### src/rtl/sub_64bit_if.sv
// Operand/result handshake bundle for sub_64bit_seq.
// The zero/negative flags exist only when SUB_FLAGS_EN is defined.
interface sub_64bit_if;
    logic        in_valid;
    logic        in_ready;
    logic [63:0] a;
    logic [63:0] b;
    logic        out_valid;
    logic        out_ready;
    logic [63:0] diff;
    logic        overflow;
    logic        borrow;
`ifdef SUB_FLAGS_EN
    logic        zero;
    logic        negative;

    modport master (
        output in_valid, a, b, out_ready,
        input  in_ready, out_valid, diff, overflow, borrow, zero, negative
    );
    modport slave (
        input  in_valid, a, b, out_ready,
        output in_ready, out_valid, diff, overflow, borrow, zero, negative
    );
`else
    modport master (
        output in_valid, a, b, out_ready,
        input  in_ready, out_valid, diff, overflow, borrow
    );
    modport slave (
        input  in_valid, a, b, out_ready,
        output in_ready, out_valid, diff, overflow, borrow
    );
`endif
endinterface

### src/rtl/sub_64bit_seq.sv
// Sequential 64-bit signed subtractor: a + ~b + 1 computed SLICE_W bits per cycle.
// Defining SUB_FLAGS_EN adds registered zero/negative result flags.
module sub_64bit_seq #(
    parameter int SLICE_W = 8
) (
    input  logic       clk,
    input  logic       rst_n,
    sub_64bit_if.slave bus
);
    localparam int NUM_SLICES = 64 / SLICE_W;
    localparam int CNT_W      = (NUM_SLICES > 1) ? $clog2(NUM_SLICES) : 1;
    localparam logic [CNT_W-1:0] LAST_CNT = CNT_W'(NUM_SLICES - 1);

    typedef enum logic [1:0] {
        IDLE = 2'd0,
        CALC = 2'd1,
        DONE = 2'd2
    } state_t;

    state_t             state_r;
    logic [63:0]        a_r;
    logic [63:0]        nb_r;
    logic [63:0]        diff_r;
    logic               carry_r;
    logic [CNT_W-1:0]   count_r;
    logic               in_ready_r;
    logic               out_valid_r;
    logic               overflow_r;
    logic               borrow_r;
`ifdef SUB_FLAGS_EN
    logic               zero_r;
    logic               negative_r;
`endif

    logic [5:0]         base_s;
    logic [SLICE_W-1:0] a_slice_s;
    logic [SLICE_W-1:0] nb_slice_s;
    logic [SLICE_W:0]   sum_s;
    logic [63:0]        diff_next_s;
    logic               ovf_next_s;

    function automatic logic [SLICE_W:0] slice_add(
        input logic [SLICE_W-1:0] x,
        input logic [SLICE_W-1:0] y,
        input logic               cin
    );
        return {1'b0, x} + {1'b0, y} + {{SLICE_W{1'b0}}, cin};
    endfunction

    // Slice adder datapath and the full diff/overflow as they will look after this edge
    always_comb begin
        base_s      = 6'(count_r) * 6'(SLICE_W);
        a_slice_s   = a_r[base_s +: SLICE_W];
        nb_slice_s  = nb_r[base_s +: SLICE_W];
        sum_s       = slice_add(a_slice_s, nb_slice_s, carry_r);
        diff_next_s = diff_r;
        diff_next_s[base_s +: SLICE_W] = sum_s[SLICE_W-1:0];
        // carry into bit 63 is recovered from the sum bit; only meaningful on the last slice
        ovf_next_s  = a_r[63] ^ nb_r[63] ^ diff_next_s[63] ^ sum_s[SLICE_W];
    end

    // Control FSM with registered handshake and result outputs
    always_ff @(posedge clk or negedge rst_n) begin
        if (!rst_n) begin
            state_r     <= IDLE;
            a_r         <= 64'd0;
            nb_r        <= 64'd0;
            diff_r      <= 64'd0;
            carry_r     <= 1'b0;
            count_r     <= {CNT_W{1'b0}};
            in_ready_r  <= 1'b1;
            out_valid_r <= 1'b0;
            overflow_r  <= 1'b0;
            borrow_r    <= 1'b0;
`ifdef SUB_FLAGS_EN
            zero_r      <= 1'b0;
            negative_r  <= 1'b0;
`endif
        end else begin
            case (state_r)
                IDLE: begin
                    if (bus.in_valid && in_ready_r) begin
                        a_r        <= bus.a;
                        nb_r       <= ~bus.b;
                        carry_r    <= 1'b1;
                        count_r    <= {CNT_W{1'b0}};
                        in_ready_r <= 1'b0;
                        state_r    <= CALC;
                    end
                end
                CALC: begin
                    diff_r  <= diff_next_s;
                    carry_r <= sum_s[SLICE_W];
                    if (count_r == LAST_CNT) begin
                        overflow_r  <= ovf_next_s;
                        borrow_r    <= ~sum_s[SLICE_W];
`ifdef SUB_FLAGS_EN
                        zero_r      <= (diff_next_s == 64'd0);
                        negative_r  <= diff_next_s[63];
`endif
                        count_r     <= {CNT_W{1'b0}};
                        out_valid_r <= 1'b1;
                        state_r     <= DONE;
                    end else begin
                        count_r <= count_r + CNT_W'(1);
                    end
                end
                DONE: begin
                    if (bus.out_ready) begin
                        out_valid_r <= 1'b0;
                        in_ready_r  <= 1'b1;
                        state_r     <= IDLE;
                    end
                end
                default: begin
                    out_valid_r <= 1'b0;
                    in_ready_r  <= 1'b1;
                    count_r     <= {CNT_W{1'b0}};
                    state_r     <= IDLE;
                end
            endcase
        end
    end

    assign bus.in_ready  = in_ready_r;
    assign bus.out_valid = out_valid_r;
    assign bus.diff      = diff_r;
    assign bus.overflow  = overflow_r;
    assign bus.borrow    = borrow_r;
`ifdef SUB_FLAGS_EN
    assign bus.zero      = zero_r;
    assign bus.negative  = negative_r;
`endif

endmodule

### src/flat_wrapper.sv
// flat-port wrapper written by rule: the top's interface ports become plain ports
module sub_64bit_seq_flat 
#(
    parameter int SLICE_W = 8
)
  (clk, rst_n, bus_in_valid, bus_a, bus_b, bus_out_ready, bus_in_ready, bus_out_valid, bus_diff, bus_overflow, bus_borrow);
  sub_64bit_if bus_i ();
  input  logic clk;
  input  logic rst_n;
  input wire logic [$bits(bus_i.in_valid)-1:0] bus_in_valid;
  input wire logic [$bits(bus_i.a)-1:0] bus_a;
  input wire logic [$bits(bus_i.b)-1:0] bus_b;
  input wire logic [$bits(bus_i.out_ready)-1:0] bus_out_ready;
  output wire logic [$bits(bus_i.in_ready)-1:0] bus_in_ready;
  output wire logic [$bits(bus_i.out_valid)-1:0] bus_out_valid;
  output wire logic [$bits(bus_i.diff)-1:0] bus_diff;
  output wire logic [$bits(bus_i.overflow)-1:0] bus_overflow;
  output wire logic [$bits(bus_i.borrow)-1:0] bus_borrow;
  assign bus_i.in_valid = bus_in_valid;
  assign bus_i.a = bus_a;
  assign bus_i.b = bus_b;
  assign bus_i.out_ready = bus_out_ready;
  assign bus_in_ready = bus_i.in_ready;
  assign bus_out_valid = bus_i.out_valid;
  assign bus_diff = bus_i.diff;
  assign bus_overflow = bus_i.overflow;
  assign bus_borrow = bus_i.borrow;
  sub_64bit_seq #(.SLICE_W(SLICE_W)) u_core (.clk(clk), .rst_n(rst_n), .bus(bus_i));
endmodule
### config.mk
export PLATFORM = sky130hd
export DESIGN_NAME = sub_64bit_seq_flat
export DESIGN_NICKNAME = d
export VERILOG_FILES = /design/src/rtl/sub_64bit_if.sv /design/src/rtl/sub_64bit_seq.sv /design/src/flat_wrapper.sv
export SDC_FILE = /design/constraint.sdc
export NUM_CORES = 1
export LEC_CHECK = 0
export CORE_MARGIN = 2
export CORE_UTILIZATION = 51
export DETAILED_ROUTE_END_ITERATION = 16
export HOLD_SLACK_MARGIN = 0.08
export PLACE_DENSITY = 0.77
export REMOVE_ABC_BUFFERS = 1
export SLEW_MARGIN = 0
export SYNTH_ARGS = -nofsm -noshare
export SYNTH_HDL_FRONTEND = slang
export SYNTH_SLANG_ARGS = --single-unit
### constraint.sdc
create_clock -name clk -period 4.3 [get_ports clk]
set_input_delay 0.86 -clock clk [delete_from_list [all_inputs] [get_ports clk]]
set_output_delay 0.86 -clock clk [all_outputs]
set_load 0.1 [all_outputs]
==> metrics.txt, run 1 <==
Wirelength per Cell=18.5 um; Synth top cells by count=201 x dfrtp_1, 98 x mux2_2, 84 x nand2_1; Port Buffers=199; syn_area_per_cell=12.4 sq um; CTS buffer count=21; Hold Crit Start=u_core.bus.diff[12]; critical path data required time=4.67 ns; DRC=0; Starting Density=51.9%; vias per cell=5.52; # diodes=0; Global Route Usage Sum=23.4%; Crit path depth=13; CP delay by family, top=compound AO/OA/AOI/OAI gates; CP Launch Type=flip-flop; Setup crit end kind=flip-flop; vias post-DR=6350; Post-synth EDFFs=0; post-CTS setup buffer count=0; Hold Path End=u_core.bus.diff[12]; post-synth top area cell=dfrtp_1; Initial DRC Count=236; IO Count=200; router iterations before antenna repair=4; R2R Path Start=u_core.count_r[0]; Synth top area share=56.3%; worst hold path class=flip-flop to flip-flop; nets=1061; CTS Hold Bufs=0; Post-Synthesis Cells=720; Final Cycle Share=80.0%; Synth warnings=0; largest net degree at the start of global routing=106; routability-driven placement congestion ratio=0.850; share of cells above drive strength 1=21.1%; Clock Skew=0.00763 ns; status=finished clean; Hold Slack=0.481 ns; routed wire length=21300 um; max-capacitance violation count=0; initial antenna violation count=0; R2R depth=13; ANT nets after route=0; die height=136 um; die area=0.0186 sq mm; most frequent cell on the critical path=xnor2_1; worst reg2reg setup slack=0.86 ns; FFs w/ async S/R, synth=100%; Top FF cell, synth=dfrtp_1; synth unique cells=51; H-tree depth=1; vias in the first global route=6418; sequential fraction of the synthesis area=56.6%; post-cts sizing count=0; HPWL Detailed=15600 um; CP Cell Sequence=buf_12 -> mux4_2 -> nand2_1 -> and2_1 -> inv_1 -> ha_1 -> or2b_2 -> a21oi_2 -> o21ai_0 -> o31ai_2 -> xnor2_1 -> xnor2_1 -> o21ai_1; Clock Latency Late Sink=0.49 ns; Clock Path Buffers=3; first-pass GRT wire length=33600 um; Max Clk Rate=291 MHz; Worst-Margin Slew=1.04 ns; FP Rows=48; CP max FO=31; RSZ-0062 raised after global routing=false; Synth Cell Area=0.00894 sq mm; CTS root buffer=clkbuf_16; critical path type=flip-flop to flip-flop; RR Endpoint=u_core.bus.overflow; Rel. slew slack=30.3%; Crit-path slowest cell=dfrtp_2; Area contributors post-synth=dfrtp_1 56%, mux2_2 12%, mux4_2 8.1%; count leader, synth=dfrtp_1; Die X=136 um; GRT Residual Overflow=0; Setup Viol. Count Final=0; clock sinks=202; Crit path largest cell delay=0.59 ns; P&R area growth vs syn=32.4%; clock slew at reported path FFs=0.06 ns; floorplan core area=0.0172 sq mm; Max Slew Vio Count=0; final worst path period need=3.44 ns; WP buf/inv=2; crit path DAT=3.80 ns; worst hold stages=2; Fin. Hold Viols=0; synthesized flop and latch total=202; TritonCTS clock tree=built
[cell usage in the layout, fill, tap and decap left out, types with 2 or more instances in the layout]
cell / instances
a22o_1: 2
clkbuf_16: 21
inv_1: 6
nor2_1: 78
and2b_1: 2
o21ai_1: 9
a21oi_1: 68
mux2i_1: 2
dfrtp_1: 199
buf_4: 11
nand2_1: 84
clkbuf_8: 7
or2_2: 2
nand2b_1: 6
nor3_1: 4
xor2_1: 6
xnor2_1: 7
ha_1: 11
clkdlybuf4s50_1: 198
fa_1: 2
o21ai_0: 27
nor2b_1: 3
mux4_2: 32
and2_1: 3
mux2_2: 98
dfrtp_2: 2
clkbuf_1: 4
a21oi_2: 2
buf_12: 4
[worst max path at each step]
stage	endpoint	startpoint	slack, ns
after floorplan	u_core.a_r[0]	u_core.bus.in_ready	-8.75
after global placement	u_core.bus.overflow	u_core.count_r[0]	0.93
after detailed placement	u_core.bus.overflow	u_core.count_r[0]	0.85
after CTS	u_core.bus.diff[6]	u_core.count_r[0]	0.83
after global routing	u_core.bus.diff[14]	u_core.count_r[0]	0.53
final	u_core.bus.overflow	u_core.count_r[0]	0.86
[cell type report]
cell class,instances,area [sq um]
Clock buffer,31,623
Clock inverter,2,35.0
Fill cell,1265,5400
Inverter,7,26.3
Multi-Input combinational cell,470,3650
Sequential cell,202,5060
Tap cell,225,282
Timing Repair Buffer,214,2160
[kinds of logic (layout without fill, tap and decap cells)]
kind of cell / count (synthesis) / in the layout / synth area share, %
AND/OR/NAND/NOR: 195 / 195 / 9.45
adder cells (fa/ha/maj): 13 / 13 / 1.99
flip-flops: 202 / 202 / 56.6
multiplexers: 132 / 132 / 20.6
AO/OA/AOI/OAI: 117 / 117 / 7.48
buffers and inverters: 48 / 254 / 2.62
XOR/XNOR: 13 / 13 / 1.27
[through the flow]
stage / util (%) / TNS (ns) / cells / setup slack (ns) / cell area [sq um]
3_5_place_dp: 64.9 / 0 / 1118 / 0.853 / 11200
4_1_cts: 68.7 / 0 / 1151 / 0.828 / 11800
2_1_floorplan: - / -1093.38 / 679 / -8.75 / 8730
6_report: 68.7 / 0 / 1151 / 0.861 / 11800
5_1_grt: 68.7 / 0 / 1151 / 0.530 / 11800
3_3_place_gp: 64.9 / 0 / 1118 / 0.929 / 11200
[routing by layer]
metal	vias up	global-route usage, %	wire length (um)	share of wire [%]
met5	-	0	0	0
li1	2911	-	-	-
met3	45	3.17	1130	5.3
met4	0	6.83	624	2.9
met2	205	39.6	10400	49
met1	3189	31.8	9120	43
[sequential cells by signal, summed over array words and instances (netlist names)]
name / count
u_core.carry_r: 1
u_core.bus.out_valid: 1
u_core.bus.overflow: 1
u_core.count_r: 3
u_core.bus.in_ready: 1
u_core.bus.borrow: 1
u_core.a_r: 64
u_core.nb_r: 64
u_core.bus.diff: 64
u_core.state_r: 2
[tightest hold or removal path: cells and delay by family (launching register included)]
kind,cells,cell delay (ns)
flops,1,0.34
simple gates,1,0.04
compound gates,1,0.06
Power of run 1 is not shown: default switching activity piles up to over one toggle a cycle in this logic, so the estimate is an artifact.
==> run 2: changes to the inputs <==
- clock period: 4.3 -> 3.3 ns (I/O delays scaled with it)
==> run 2 against run 1 <==
First-iteration DRC count is 65% higher. Final area grew 1.1%. Flip-flop and latch count unchanged. Critical path depth shrank 1. Core utilization increased by 0.74 points. Cell count rose by 2.3%. Routed wire length up 0.33%. Non-clock buffer count rose by 22. Clock-buffer cell count increased by 1. Global-route usage shrank 0.20 points. Via count decreased by 0.43%. Critical path type unchanged.
==> metrics.txt, run 2 (synthesis gave the netlist of run 1 again) <==
Initial DRC Count=390 (was 236); CTS Hold Bufs=0 (unchanged); HPWL Detailed=15200 um (was 15600 um); Wirelength per Cell=18.1 um (was 18.5 um); clock slew at reported path FFs=0.06 ns (about the same); DR top layer=met4 (unchanged); WP buf/inv=1 (was 2); vias post-DR=6323 (was 6350); Port Buffers=199 (unchanged); most common cell after layout, fill and taps aside=dfrtp_1 (unchanged); GRT Residual Overflow=0 (unchanged); Crit path largest cell delay=0.47 ns (was 0.59 ns); initial antenna violation count=0 (unchanged); vias in the first global route=6226 (was 6418); R2R Path Start=u_core.count_r[0] (unchanged); FP Rows=48 (unchanged); ANT nets after route=0 (unchanged); floorplan core area=0.0172 sq mm (unchanged); Fill cells=1248 (was 1265); Setup Viol. Count Final=0 (unchanged); CP Cell Sequence=buf_12 -> mux4_2 -> mux2i_2 -> fa_2 -> fa_2 -> nor2b_1 -> o21ai_0 -> nand2b_1 -> a31oi_1 -> and2b_2 -> xnor2_1 -> mux2_2 (was buf_12 -> mux4_2 -> nand2_1 -> and2_1 -> inv_1 -> ha_1 -> or2b_2 -> a21oi_2 -> o21ai_0 -> o31ai_2 -> xnor2_1 -> xnor2_1 -> o21ai_1); Max Slew Vio Count=0 (unchanged); P&R area growth vs syn=33.8% (was 32.4%); Global Route Usage Sum=23.2% (was 23.4%); worst reg2reg setup slack=0.17 ns (was 0.86 ns); Starting Density=51.9% (unchanged); die area=0.0186 sq mm (unchanged); status=finished clean (unchanged); RSZ-0062 raised after global routing=false (unchanged); Final Cycle Share=94.8% (was 80.0%); first-pass GRT wire length=33300 um (was 33600 um); Die X=136 um (unchanged); nets=1083 (was 1061); routability-driven placement congestion ratio=0.836 (was 0.850); clock sinks=202 (unchanged); post-route setup slack=0.172 ns (was 0.861 ns); H-tree depth=1 (unchanged); most frequent cell on the critical path=fa_2 (was xnor2_1); routed wire length=21300 um (about the same); TritonCTS clock tree=built (unchanged); Clock Latency Late Sink=0.48 ns (was 0.49 ns); # diodes=0 (unchanged); DRC=0 (unchanged); final worst path period need=3.13 ns (was 3.44 ns); RR Endpoint=u_core.bus.diff[54] (was u_core.bus.overflow); CP delay by family, top=adder cells (was compound AO/OA/AOI/OAI gates); multi-input logic area=0.00368 sq mm (was 0.00365 sq mm); CTS root buffer=clkbuf_16 (unchanged); most frequent cells in the layout=199 x dfrtp_1, 130 x clkdlybuf4s50_1, 98 x mux2_2, 96 x buf_4, 84 x nand2_1 (was 199 x dfrtp_1, 198 x clkdlybuf4s50_1, 98 x mux2_2, 84 x nand2_1, 78 x nor2_1); Setup crit end kind=flip-flop (unchanged); critical path data required time=3.67 ns (was 4.67 ns); CP Launch Type=flip-flop (unchanged); critical path type=flip-flop to flip-flop (unchanged); share of cells above drive strength 1=31.2% (was 21.1%); Clock Path Buffers=3 (unchanged); CTS buffer count=21 (unchanged); Crit-path slowest cell=dfrtp_2 (unchanged); Worst-Margin Slew=0.676 ns (was 1.04 ns); Hold Slack=0.222 ns (was 0.481 ns); met2 routed WL=10400 um (about the same); largest net degree at the start of global routing=96 (was 106); R2R depth=12 (was 13); router iterations before antenna repair=4 (unchanged); max-capacitance violation count=0 (unchanged); IO Count=200 (unchanged); Fin. Hold Viols=0 (unchanged); die height=136 um (unchanged); Rel. slew slack=54.8% (was 30.3%); worst hold path class=input port to async pin (was flip-flop to flip-flop); Max Clk Rate=320 MHz (was 291 MHz); register area=0.00506 sq mm (unchanged); crit path DAT=3.50 ns (was 3.80 ns); met1 wire length=9260 um (was 9120 um); met3 wire length=1100 um (was 1130 um); post-place setup slack=0.0687 ns (was 0.853 ns); CP max FO=5 (was 31); Clock Skew=0.00715 ns (was 0.00763 ns); vias per cell=5.37 (was 5.52)
==> run 2: timing repair <==
action                     in CTS  in global routing
setup endpoints to repair       0                  9
setup buffers                   0                 17
resized for setup               0                  8
==> run 2: cell type report <==
cell class	instances	share of cell area (%)
inverters	7	0.220
well taps	225	2.35
repair buffers	236	18.5
clock inverters	5	0.481
multi-input cells	470	30.7
clock buffers	32	5.41
flip-flops and latches	202	42.3
==> run 2: how the worst max path moves through the flow <==
stage / startpoint / end / slack [ns] / cells past startpoint
3_5_place_dp: u_core.count_r[0] / u_core.bus.diff[38] / 0.07 / 12
6_report: u_core.count_r[0] / u_core.bus.diff[54] / 0.17 / 12
2_1_floorplan: u_core.bus.in_ready / u_core.a_r[0] / -9.75 / 3
4_1_cts: u_core.count_r[0] / u_core.bus.diff[54] / 0.07 / 12
3_3_place_gp: u_core.count_r[0] / u_core.bus.diff[38] / 0.12 / 12
5_1_grt: u_core.count_r[0] / u_core.bus.overflow / 0.007 / 13
==> run 2: per-layer routing <==
metal / vias up / global-route usage (%)
met5: - / 0
li1: 2951 / -
met4: 0 / 6.66
met1: 3130 / 32.8
met2: 206 / 38.0
met3: 36 / 3.13
==> run 2: worst reg2reg max path, delay by kind of cell, from the launching register on <==
family                     cells  cell delay [ns]
muxes                          3             0.70
adders and majority gates      2             0.80
DFF                            1             0.47
xor gates and xnor gates       1             0.17
buffers and inverters          1             0.16
and+or+nand+nor                3             0.51
AOI/OAI and AO/OA              2             0.20
==> run 2: metrics by stage <==
stage / cell area [sq um] / instances / TNS, ns / utilization, %
2_1_floorplan: 8730 / 679 / -1248.90 / -
3_3_place_gp: 11100 / 1123 / 0 / 64.3
3_5_place_dp: 11100 / 1123 / 0 / 64.3
4_1_cts: 11800 / 1160 / 0 / 68.4
5_1_grt: 12000 / 1177 / 0 / 69.4
6_report: 12000 / 1177 / 0 / 69.4
Power of run 2 is left out for the same reason.
==> run 3: changes to the inputs <==
- PLACE_DENSITY: 0.77 -> 0.82
==> run 3 against run 2 <==
Register-to-register slack hardly changed. Sequential share of layout area is 0.49 points higher. Clock skew is 0.0064 ns higher. Routed wire length is 0.79% higher. Hold slack worse by 0.030 ns. First-iteration DRC count is 16% lower. Global-route usage is 0.73 points higher. Clock-buffer cell count is 4 higher. Fmax is 0.15% lower.
==> metrics.txt, run 3 (synthesis gave the netlist of run 1 again) <==
status=finished clean (unchanged); post-route cell area=0.0118 sq mm (was 0.0120 sq mm); nets=1066 (was 1083); Clock Path Buffers=3 (unchanged); most frequent cells in the layout=199 x dfrtp_1, 130 x clkdlybuf4s50_1, 98 x mux2_2, 84 x nand2_1, 81 x buf_4 (was 199 x dfrtp_1, 130 x clkdlybuf4s50_1, 98 x mux2_2, 96 x buf_4, 84 x nand2_1); worst hold path class=input port to async pin (unchanged); CTS Hold Bufs=0 (unchanged); HPWL Detailed=15300 um (was 15200 um); multi-input logic area=0.00368 sq mm (about the same); Crit path largest cell delay=0.52 ns (was 0.47 ns); H-tree depth=1 (unchanged); die area=0.0186 sq mm (unchanged); first-pass GRT wire length=34500 um (was 33300 um); Worst-Margin Slew=0.661 ns (was 0.676 ns); Fill cells=1249 (was 1248); TritonCTS clock tree=built (unchanged); Fin. Hold Viols=0 (unchanged); Port Buffers=199 (unchanged); Wirelength per Cell=18.5 um (was 18.1 um); die height=136 um (unchanged); R2R depth=12 (unchanged); DRC=0 (unchanged); CTS root buffer=clkbuf_16 (unchanged); Global Route Usage Sum=23.9% (was 23.2%); clock slew at reported path FFs=0.06 ns (about the same); RR Endpoint=u_core.bus.overflow (was u_core.bus.diff[54]); CTS buffer count=22 (was 21); Rel. slew slack=55.6% (was 54.8%); R2R Path Start=u_core.count_r[0] (unchanged); CP delay by family, top=compound AO/OA/AOI/OAI gates (was adder cells); most common cell after layout, fill and taps aside=dfrtp_1 (unchanged); CP Cell Sequence=buf_6 -> mux4_2 -> nand2_1 -> nand2_1 -> ha_1 -> o211ai_2 -> a21oi_4 -> o311a_4 -> o31ai_2 -> xnor2_1 -> xnor2_1 -> o21ai_1 (was buf_12 -> mux4_2 -> mux2i_2 -> fa_2 -> fa_2 -> nor2b_1 -> o21ai_0 -> nand2b_1 -> a31oi_1 -> and2b_2 -> xnor2_1 -> mux2_2); register area=0.00506 sq mm (unchanged); Max Clk Rate=319 MHz (was 320 MHz); Setup crit end kind=flip-flop (unchanged); Clock Latency Late Sink=0.50 ns (was 0.48 ns); post-route setup slack=0.167 ns (was 0.172 ns); critical path data required time=3.68 ns (was 3.67 ns); routed wire length=21500 um (was 21300 um); max-capacitance violation count=0 (unchanged); Initial DRC Count=328 (was 390); Setup Viol. Count Final=0 (unchanged); routability-driven placement congestion ratio=0.825 (was 0.836); Max Slew Vio Count=0 (unchanged); clock sinks=202 (unchanged); # diodes=0 (unchanged); Starting Density=51.9% (unchanged); WP buf/inv=1 (unchanged); Crit-path slowest cell=mux4_2 (was dfrtp_2); vias post-DR=6347 (was 6323); floorplan core area=0.0172 sq mm (unchanged); Die X=136 um (unchanged); largest net degree at the start of global routing=118 (was 96); FP Rows=48 (unchanged); P&R area growth vs syn=32.3% (was 33.8%); final worst path period need=3.13 ns (about the same); GRT Residual Overflow=0 (unchanged); vias in the first global route=6637 (was 6226); initial antenna violation count=0 (unchanged); IO Count=200 (unchanged); vias per cell=5.46 (was 5.37); post-place setup slack=0.0698 ns (was 0.0687 ns); worst reg2reg setup slack=0.17 ns (about the same); CP max FO=12 (was 5); ANT nets after route=0 (unchanged); crit path DAT=3.52 ns (was 3.50 ns); router iterations before antenna repair=6 (was 4); Final Cycle Share=94.9% (was 94.8%); placed cell area=0.0110 sq mm (was 0.0111 sq mm); critical path type=flip-flop to flip-flop (unchanged); CP Launch Type=flip-flop (unchanged); share of cells above drive strength 1=29.7% (was 31.2%); Clock Skew=0.0136 ns (was 0.00715 ns)
[run 3: metal layers]
metal	GRT usage, %	vias to the layer above	wire length (um)
li1	-	2920	-
met4	7.47	0	469
met2	40.5	215	10800
met5	0	-	0
met1	31.8	3172	8870
met3	3.99	40	1320
[run 3: worst max-delay path by stage]
stage | start | end | cells past startpoint
after floorplan | u_core.bus.in_ready | u_core.a_r[0] | 3
after global placement | u_core.count_r[0] | u_core.bus.diff[38] | 12
after detailed placement | u_core.count_r[0] | u_core.bus.diff[46] | 12
after CTS | u_core.count_r[0] | u_core.bus.diff[38] | 12
after global routing | u_core.count_r[0] | u_core.bus.diff[54] | 12
final | u_core.count_r[0] | u_core.bus.overflow | 12
[run 3: repair_timing]
action	in CTS	in global routing
gates resized for setup	0	9
setup buffers	0	4
endpoints found under the setup margin	0	9
[run 3: layout make-up]
cell class                 instances  area share, %
clock buffer                      36           5.96
clock inverter                     4          0.402
sequential                       202           42.8
multi-input combinational        470           31.1
tap                              225           2.38
inverter                           7          0.222
timing repair buffer             218           17.1
[run 3: stage by stage]
stage	utilization, %	hold WS [ns]	setup TNS, ns	cells
global placement	63.9	0.463	0	1118
finish	68.6	0.192	0	1162
global route	68.6	0.249	-0.0583	1162
CTS	68.2	0.218	0	1158
floorplan	-	0.364	-1248.90	679
detailed placement	63.9	0.474	0	1118
Power of run 3 is left out for the same reason.
